==> config.mk <==
export PLATFORM = sky130hd
export DESIGN_NAME = mac_dot_unit_flat
export DESIGN_NICKNAME = d
export VERILOG_FILES = /design/src/rtl/mac_dot_unit_if.sv /design/src/rtl/mac_dot_unit.sv /design/src/flat_wrapper.sv
export SDC_FILE = /design/constraint.sdc
export NUM_CORES = 1
export LEC_CHECK = 0
export BUFFER_PORTS_ARGS = -buffer_cell sky130_fd_sc_hd__buf_2
export CAP_MARGIN = 20
export CORE_MARGIN = 2
export CORE_UTILIZATION = 50
export DETAILED_ROUTE_END_ITERATION = 6
export PLACE_DENSITY_LB_ADDON = 0.1
export SYNTH_ARGS = -nofsm -noshare
export SYNTH_HDL_FRONTEND = slang
export SYNTH_SLANG_ARGS = --single-unit
==> constraint.sdc <==
create_clock -name clk -period 4.65 [get_ports clk]
set_input_delay 0.2325 -clock clk [delete_from_list [all_inputs] [get_ports clk]]
set_output_delay 0.2325 -clock clk [all_outputs]
set_load 0.01 [all_outputs]
==> src/rtl/mac_dot_unit_if.sv <==
// Operand/result handshake bundle for the dot-product MAC.
// The unit drives the slave side; producers/consumers use master.
interface mac_dot_unit_if #(
  parameter int IN_W  = 8,
  parameter int ACC_W = 16
);
  logic signed [IN_W-1:0]  a;
  logic signed [IN_W-1:0]  b;
  logic                    valid_in;
  logic                    ready_in;
  logic signed [ACC_W-1:0] f;
  logic                    valid_out;
  logic                    ready_out;
  logic                    overflow;

  modport master (
    output a,
    output b,
    output valid_in,
    output ready_out,
    input  ready_in,
    input  f,
    input  valid_out,
    input  overflow
  );

  modport slave (
    input  a,
    input  b,
    input  valid_in,
    input  ready_out,
    output ready_in,
    output f,
    output valid_out,
    output overflow
  );
endinterface

==> src/rtl/mac_dot_unit.sv <==
// Pipelined signed MAC producing one dot product per VEC_LEN elements.
// Define MAC_SAT_EN for saturating accumulation (wraps otherwise).
module mac_dot_unit #(
  parameter int IN_W       = 8,
  parameter int ACC_W      = 16,
  parameter int VEC_LEN    = 4,
  parameter int MUL_STAGES = 1
) (
  input  logic         clk,
  input  logic         reset,
  mac_dot_unit_if.slave bus
);

  localparam int PW = 2 * IN_W;
  localparam int CW = (VEC_LEN > 1) ? $clog2(VEC_LEN) : 1;
  localparam logic [CW-1:0] LAST = CW'(VEC_LEN - 1);

  logic stall;

  logic                   in_v_q;
  logic signed [IN_W-1:0] a_q;
  logic signed [IN_W-1:0] b_q;

  logic signed [PW-1:0]    prod_full;
  logic signed [ACC_W-1:0] prod_ext;
  logic signed [ACC_W-1:0] acc_p;
  logic                    acc_v;

  logic [CW-1:0]           cnt_q, cnt_d;
  logic signed [ACC_W-1:0] acc_q, acc_d;
  logic                    ova_q, ova_d;
  logic signed [ACC_W-1:0] f_q, f_d;
  logic                    ovf_q, ovf_d;
  logic                    vout_q, vout_d;

  logic                    first;
  logic                    last;
  logic signed [ACC_W-1:0] base;
  logic signed [ACC_W-1:0] sum_raw;
  logic signed [ACC_W-1:0] sum;
  logic                    add_ov;
  logic                    vec_ov;

  assign stall        = vout_q & ~bus.ready_out;
  assign bus.ready_in = ~stall;
  assign bus.f        = f_q;
  assign bus.overflow = ovf_q;
  assign bus.valid_out = vout_q;

  always_ff @(posedge clk) begin
    if (reset) begin
      in_v_q <= 1'b0;
      a_q    <= '0;
      b_q    <= '0;
    end else if (!stall) begin
      in_v_q <= bus.valid_in;
      if (bus.valid_in) begin
        a_q <= bus.a;
        b_q <= bus.b;
      end
    end
  end

  assign prod_full = PW'(a_q) * PW'(b_q);
  assign prod_ext  = ACC_W'(prod_full);

  generate
    if (MUL_STAGES == 0) begin : g_nomul
      assign acc_p = prod_ext;
      assign acc_v = in_v_q;
    end else begin : g_mul
      logic signed [ACC_W-1:0] p_q [MUL_STAGES];
      logic [MUL_STAGES-1:0]   pv_q;

      always_ff @(posedge clk) begin
        if (reset) begin
          pv_q <= '0;
          for (int i = 0; i < MUL_STAGES; i++) begin
            p_q[i] <= '0;
          end
        end else if (!stall) begin
          pv_q[0] <= in_v_q;
          p_q[0]  <= prod_ext;
          for (int i = 1; i < MUL_STAGES; i++) begin
            pv_q[i] <= pv_q[i-1];
            p_q[i]  <= p_q[i-1];
          end
        end
      end

      assign acc_p = p_q[MUL_STAGES-1];
      assign acc_v = pv_q[MUL_STAGES-1];
    end
  endgenerate

  // First element of a vector adds to zero, so load and add share one path
  assign first   = (cnt_q == '0);
  assign last    = (cnt_q == LAST);
  assign base    = first ? '0 : acc_q;
  assign sum_raw = base + acc_p;
  assign add_ov  = (base[ACC_W-1] == acc_p[ACC_W-1]) &&
                   (sum_raw[ACC_W-1] != base[ACC_W-1]);
  assign vec_ov  = (first ? 1'b0 : ova_q) | add_ov;

`ifdef MAC_SAT_EN
  localparam logic signed [ACC_W-1:0] MAXV = {1'b0, {(ACC_W-1){1'b1}}};
  localparam logic signed [ACC_W-1:0] MINV = {1'b1, {(ACC_W-1){1'b0}}};

  assign sum = add_ov ? (base[ACC_W-1] ? MINV : MAXV) : sum_raw;
`else
  assign sum = sum_raw;
`endif

  always_comb begin
    cnt_d  = cnt_q;
    acc_d  = acc_q;
    ova_d  = ova_q;
    f_d    = f_q;
    ovf_d  = ovf_q;
    vout_d = vout_q;
    if (!stall) begin
      vout_d = 1'b0;
      if (acc_v) begin
        if (last) begin
          f_d    = sum;
          ovf_d  = vec_ov;
          vout_d = 1'b1;
          cnt_d  = '0;
        end else begin
          acc_d = sum;
          ova_d = vec_ov;
          cnt_d = cnt_q + 1'b1;
        end
      end
    end
  end

  always_ff @(posedge clk) begin
    if (reset) begin
      cnt_q  <= '0;
      acc_q  <= '0;
      ova_q  <= 1'b0;
      f_q    <= '0;
      ovf_q  <= 1'b0;
      vout_q <= 1'b0;
    end else begin
      cnt_q  <= cnt_d;
      acc_q  <= acc_d;
      ova_q  <= ova_d;
      f_q    <= f_d;
      ovf_q  <= ovf_d;
      vout_q <= vout_d;
    end
  end

endmodule

==> src/flat_wrapper.sv <==
// flat-port wrapper written by rule: the top's interface ports become plain ports
module mac_dot_unit_flat 
#(
  parameter int IN_W       = 8,
  parameter int ACC_W      = 16,
  parameter int VEC_LEN    = 4,
  parameter int MUL_STAGES = 1
)
  (clk, reset, bus_a, bus_b, bus_valid_in, bus_ready_out, bus_ready_in, bus_f, bus_valid_out, bus_overflow);
  mac_dot_unit_if #(.IN_W(IN_W), .ACC_W(ACC_W)) bus_i ();
  input  logic clk;
  input  logic reset;
  input wire logic [$bits(bus_i.a)-1:0] bus_a;
  input wire logic [$bits(bus_i.b)-1:0] bus_b;
  input wire logic [$bits(bus_i.valid_in)-1:0] bus_valid_in;
  input wire logic [$bits(bus_i.ready_out)-1:0] bus_ready_out;
  output wire logic [$bits(bus_i.ready_in)-1:0] bus_ready_in;
  output wire logic [$bits(bus_i.f)-1:0] bus_f;
  output wire logic [$bits(bus_i.valid_out)-1:0] bus_valid_out;
  output wire logic [$bits(bus_i.overflow)-1:0] bus_overflow;
  assign bus_i.a = bus_a;
  assign bus_i.b = bus_b;
  assign bus_i.valid_in = bus_valid_in;
  assign bus_i.ready_out = bus_ready_out;
  assign bus_ready_in = bus_i.ready_in;
  assign bus_f = bus_i.f;
  assign bus_valid_out = bus_i.valid_out;
  assign bus_overflow = bus_i.overflow;
  mac_dot_unit #(.IN_W(IN_W), .ACC_W(ACC_W), .VEC_LEN(VEC_LEN), .MUL_STAGES(MUL_STAGES)) u_core (.clk(clk), .reset(reset), .bus(bus_i));
endmodule
# Yosys cells after proc, flatten, opt, wreduce, memory -nomap -nowiden
# Memories as Yosys holds them, arrays and structs flattened.
# Index checks and enable logic that the tools add are counted.
[word_totals]
ff_bits = 55
mem_bits_rw = 16
memories = 1
[classes]
n_addsub = 2
n_mul = 1
n_eq_ne = 3
mux = 12
bitwise = 5
reduce_logical = 7
[mem_list]
columns = ["memory", "depth", "word_bits", "rd", "rd_ports_with_merged_regs", "wr", "line_no", "text"]
rows = [
  ["u_core.g_mul.p_q", 1, 16, 1, 0, 1, "mac_dot_unit.sv:72", "logic signed [ACC_W-1:0] p_q [MUL_STAGES];"],
]
[ops]
columns = ["op", "count"]
rows = [
  ["16-bit 2-to-1 mux", 2],
  ["16-bit adder", 1],
  ["8-bit by 8-bit multiplier with 16-bit output", 1],
  ["16-bit OR reduction", 1],
  ["1-bit 2-to-1 mux", 9],
  ["3-bit AND reduction", 2],
  ["2-bit AND reduction", 2],
  ["1-bit NOT", 3],
  ["2-bit by 1-bit adder with 2-bit output (second input constant)", 1],
  ["2-bit == test (second input constant)", 1],
  ["2-bit logical NOT", 1],
  ["2-bit 2-to-1 mux", 1],
  ["1-bit bitwise AND", 1],
  ["1-bit == test", 1],
  ["1-bit logical AND", 1],
  ["1-bit != test", 1],
  ["1-bit OR", 1],
]

# Longest topological paths before layout
[logic_depth]
word_depth = 7
ltp_mapped = 18
mapped_depth_nobuf = 17

# Worst setup path before layout
# No wires, ideal clock.
[synth_path]
kind = "register -> register"
start = "register u_core.b_q[3]"
end = "memory u_core.g_mul.p_q[0][14] (data pin)"
arrival_time_ps = 4035
slack_ps = 349
stages_incl_launch_ff = 18
period_less_slack_ps = 4301
path_cell_list = "dfxtp_1 clkbuf_1 and2_1 fa_1 inv_1 fa_1 inv_1 fa_1 inv_1 fa_1 inv_1 ha_1 o21a_1 o31ai_1 a21oi_1 a31oi_1 xor2_1 nor2_1"
[synth_via]
elab_chain_cells = 2
[synth_rtl]
columns = ["element", "line_no", "text"]
rows = [
  ["start: declaration", "mac_dot_unit.sv:22", "logic signed [IN_W-1:0] b_q;"],
  ["start signal: assignment", "mac_dot_unit.sv:59", "b_q <= bus.b;"],
  ["8-bit by 8-bit multiplier with 16-bit output", "mac_dot_unit.sv:64", "assign prod_full = PW'(a_q) * PW'(b_q);"],
  ["16-bit 2-to-1 mux (no source line)", "-", ""],
  ["end: declaration", "mac_dot_unit.sv:72", ""],
]
# Every way passes these cells.

# Worst setup path after layout
[layout_path]
start = "register u_core.a_q[5]"
end = "memory u_core.g_mul.p_q[0][14] (data pin)"
[layout_via]
elab_chain_cells = 2
[layout_rtl]
columns = ["element", "line_no", "text"]
rows = [
  ["start: declaration", "mac_dot_unit.sv:21", "logic signed [IN_W-1:0] a_q;"],
  ["start signal: assignment", "mac_dot_unit.sv:58", "a_q <= bus.a;"],
  ["8-bit by 8-bit multiplier with 16-bit output", "mac_dot_unit.sv:64", ""],
  ["16-bit 2-to-1 mux (no source line)", "-", ""],
]
# Every way passes these cells.

==> impl_metrics.yaml <==
cells_and_area:
  final_cell_area_sq_um: 6590
  n_antenna_cell: 0
  layout-drive-gt1-share: 0.107
  area_growth_pct: 10.8
  layout.nets: 839
clock_network:
  cts_tree: "done"
  htreeDepth: 3
  clock-sinks: 71
  cts_resized: 0
  path_clk_slew_ps: 60
  cts_setup_buffers: 0
  cts_buffer_depth: 2
  holdBufCountCts: 0
  clockRootBuffer: "clkbuf_16"
  cts-buffers-inserted: 9
  clkLatencyLatePin_ps: 340
route:
  wl_per_cell_microns: 14.4
  wl_microns: 12400
  drcViolationCount: 3
  via_per_inst: 5.25
  first_iter_violations: 189
  ant_nets: 0
  via_count: 4542
  drt-pass1-iter-count: 6
setup_path:
  crit_fanout: 9
  end_kind: "flip-flop"
  cp_data_required_time_ps: 4730
  cp.buffers_inverters: 4
  reg2reg_to: "u_core.g_mul.p_q[0][14]"
  cp-start-kind: "flip-flop"
  r2r_start: "u_core.a_q[5]"
  cp.arrival_ps: 4510
  crit_type: "reg2reg"
  cp_slowest_stage_delay_ps: 530
  critPathTopFamily: "adder cells"
  cp_cell_sequence: "and2_1, fa_1, inv_1, fa_1, inv_1, fa_1, inv_1, fa_1, inv_1, ha_1, o21a_1, o31ai_2, a21oi_1, a31oi_1, xor2_1, nor2_1"
  crit_slowest_cell: "fa_1"
  rrSetupSlack_ps: 210
  r2r_cells: 16
placed_design:
  place_congestion: 0.876
  post_dp_cell_area_sq_um: 6280
  io_buffers: 38
  place_hpwl_microns: 9640
logic_synthesis:
  synth_nets: 808
  synth_area_leader_cell: "fa_1"
  yosysUniqueCellTypes: 47
  synth_edf_count: 16
  synthArstFlopShare: 0
  syn_area_sq_um: 5950
  ys_warn_count: 0
  yosysTopAreaCellShare: 0.188
  seq_area_frac_synth: 0.266
  netlist_top_cells_count: "98 x inv_1, 96 x nand2_1, 56 x a21oi_1, 56 x fa_1, 55 x dfxtp_1"
  synth-seq-cells: 71
  netlist_instances: 686
  synth_flop_cell: "dfxtp_1"
  synth_area_leaders: "fa_1 19%, dfxtp_1 19%, ha_1 9.7%"
  synth_most_common_cell: "inv_1"
  avgSynthCellArea_sq_um: 8.67
power:
  internal_power_mw: 1.18
  p_sw_frac: 0.272
  peakVddDrop_mv: 0.193
  switchingPower_mw: 0.440
  combPwrFrac: 0.156
  seqPwrFrac: 0.421
  clkPwrFrac: 0.423
  power_density_nw_per_um2: 245
  total_leakage_power_nw: 3.05
run_status:
  outcome: "finished, violations left"
  violations: "DRC"
sta:
  clock_skew_ps: 11.8
  fmax_mhz: 225
  worst_pin_slew_ps: 819
  relSlewSlack: 0.453
  timing.final.crit_share: 0.955
  setup_viol: 0
  whs_ps: 127
  rsz0062_at_grt: "yes"
  slew_violations: 0
  hold_viol: 0
  min_period_ps: 4440
global_routing:
  antenna_found_initial: 0
  grt_pass1_wl_microns: 21300
  grt_pass1_vias: 4620
  grt_usage: 0.208
  grt_max_degree: 57
  grt-ovfl-total: 0
die:
  fp-row-count: 39
  die_area_sq_um: 12800
  io_pins: 39
  floorplan.initialDensity: 0.517
  die_w_microns: 113
  die_h_microns: 113
  placeableCoreArea_sq_um: 11500
worst_hold_path:
  min-delay-path-class: "in2reg"
  hold_end: "u_core.a_q[6]"
  whs_path_depth: 3
  holdCritStartpoint: "bus_a[6]"
job:
  drv_cap: 0
worst min-delay path: stages:
cell	delay [ps]
buf_2	90
nand2_1	40
a21oi_1	50
cells in the final DEF, fill, tap and decap left out, drive strengths merged, types with 9 or more instances in the layout:
cell / n
nand3: 14
edfxtp: 16
nor2: 26
fa: 56
dfxtp: 55
nor3: 9
a21oi: 57
clkbuf: 11
xnor2: 17
nor2b: 19
nand2: 96
buf: 46
inv: 99
nand2b: 9
ha: 46
and2: 42
o21ai: 19
cell families after synthesis:
family                     synth area share
xor gates and xnor gates             0.0376
buffers and inverters                0.0784
adders and majority gates             0.285
muxes                               0.00505
and+or+nand+nor                       0.200
AOI/OAI and AO/OA                     0.128
DFF                                   0.266
registers in the layout (all words and copies together), names as in the netlist:
name,flops
u_core.acc_q,16
u_core.in_v_q,1
u_core.bus.f,16
u_core.acc_v,1
u_core.a_q,8
u_core.bus.valid_out,1
u_core.bus.overflow,1
u_core.g_mul.p_q,16
u_core.ova_q,1
u_core.cnt_q,2
u_core.b_q,8
layer usage:
metal	up-vias	global-route usage	routed length [microns]
met4	0	0.0626	92
met3	6	0.0423	421
met1	2166	0.255	5500
met2	77	0.369	6400
li1	2293	-	-
met5	-	0	0
cell type report:
| type | instances | area, sq um |
|---|---|---|
| clock buffer | 11 | 233 |
| inverter | 98 | 368 |
| fill | 1114 | 4920 |
| timing repair buffer | 46 | 250 |
| multi-input combinational | 491 | 3920 |
| tap | 143 | 179 |
| sequential | 71 | 1580 |
| clock inverter | 5 | 57.6 |
power groups by stage:
stage / Clock (mW) / Combinational, mW / Sequential, mW
finish: 0.683 / 0.252 / 0.681
CTS: 0.700 / 0.254 / 0.680
floorplan: 0 / 0.196 / 0.684
global route: 0.729 / 0.297 / 0.684
global placement: 0 / 0.247 / 0.692
detailed placement: 0 / 0.252 / 0.694
metrics by stage:
step                setup WS (ps)  TNS, ps   util  power, mW  instances
global placement              199        0  0.545      0.939        849
floorplan                     349        0      -      0.879        686
CTS                           106        0  0.571       1.63        865
global route                -20.2    -20.2  0.573       1.71        865
detailed placement            119        0  0.545      0.946        849
finish                        212        0  0.573       1.62        865
how the worst max path moves through the flow:
stage | from | to | slack, ps | cells past startpoint
2_1_floorplan | u_core.b_q[3] | u_core.g_mul.p_q[0][14] | 350 | 17
3_3_place_gp | u_core.a_q[5] | u_core.g_mul.p_q[0][15] | 200 | 16
3_5_place_dp | u_core.b_q[2] | u_core.g_mul.p_q[0][15] | 120 | 13
4_1_cts | u_core.a_q[4] | u_core.g_mul.p_q[0][15] | 110 | 16
5_1_grt | u_core.b_q[2] | u_core.g_mul.p_q[0][14] | -20 | 16
6_report | u_core.a_q[5] | u_core.g_mul.p_q[0][14] | 210 | 16
(Power assumes the default switching activity.)
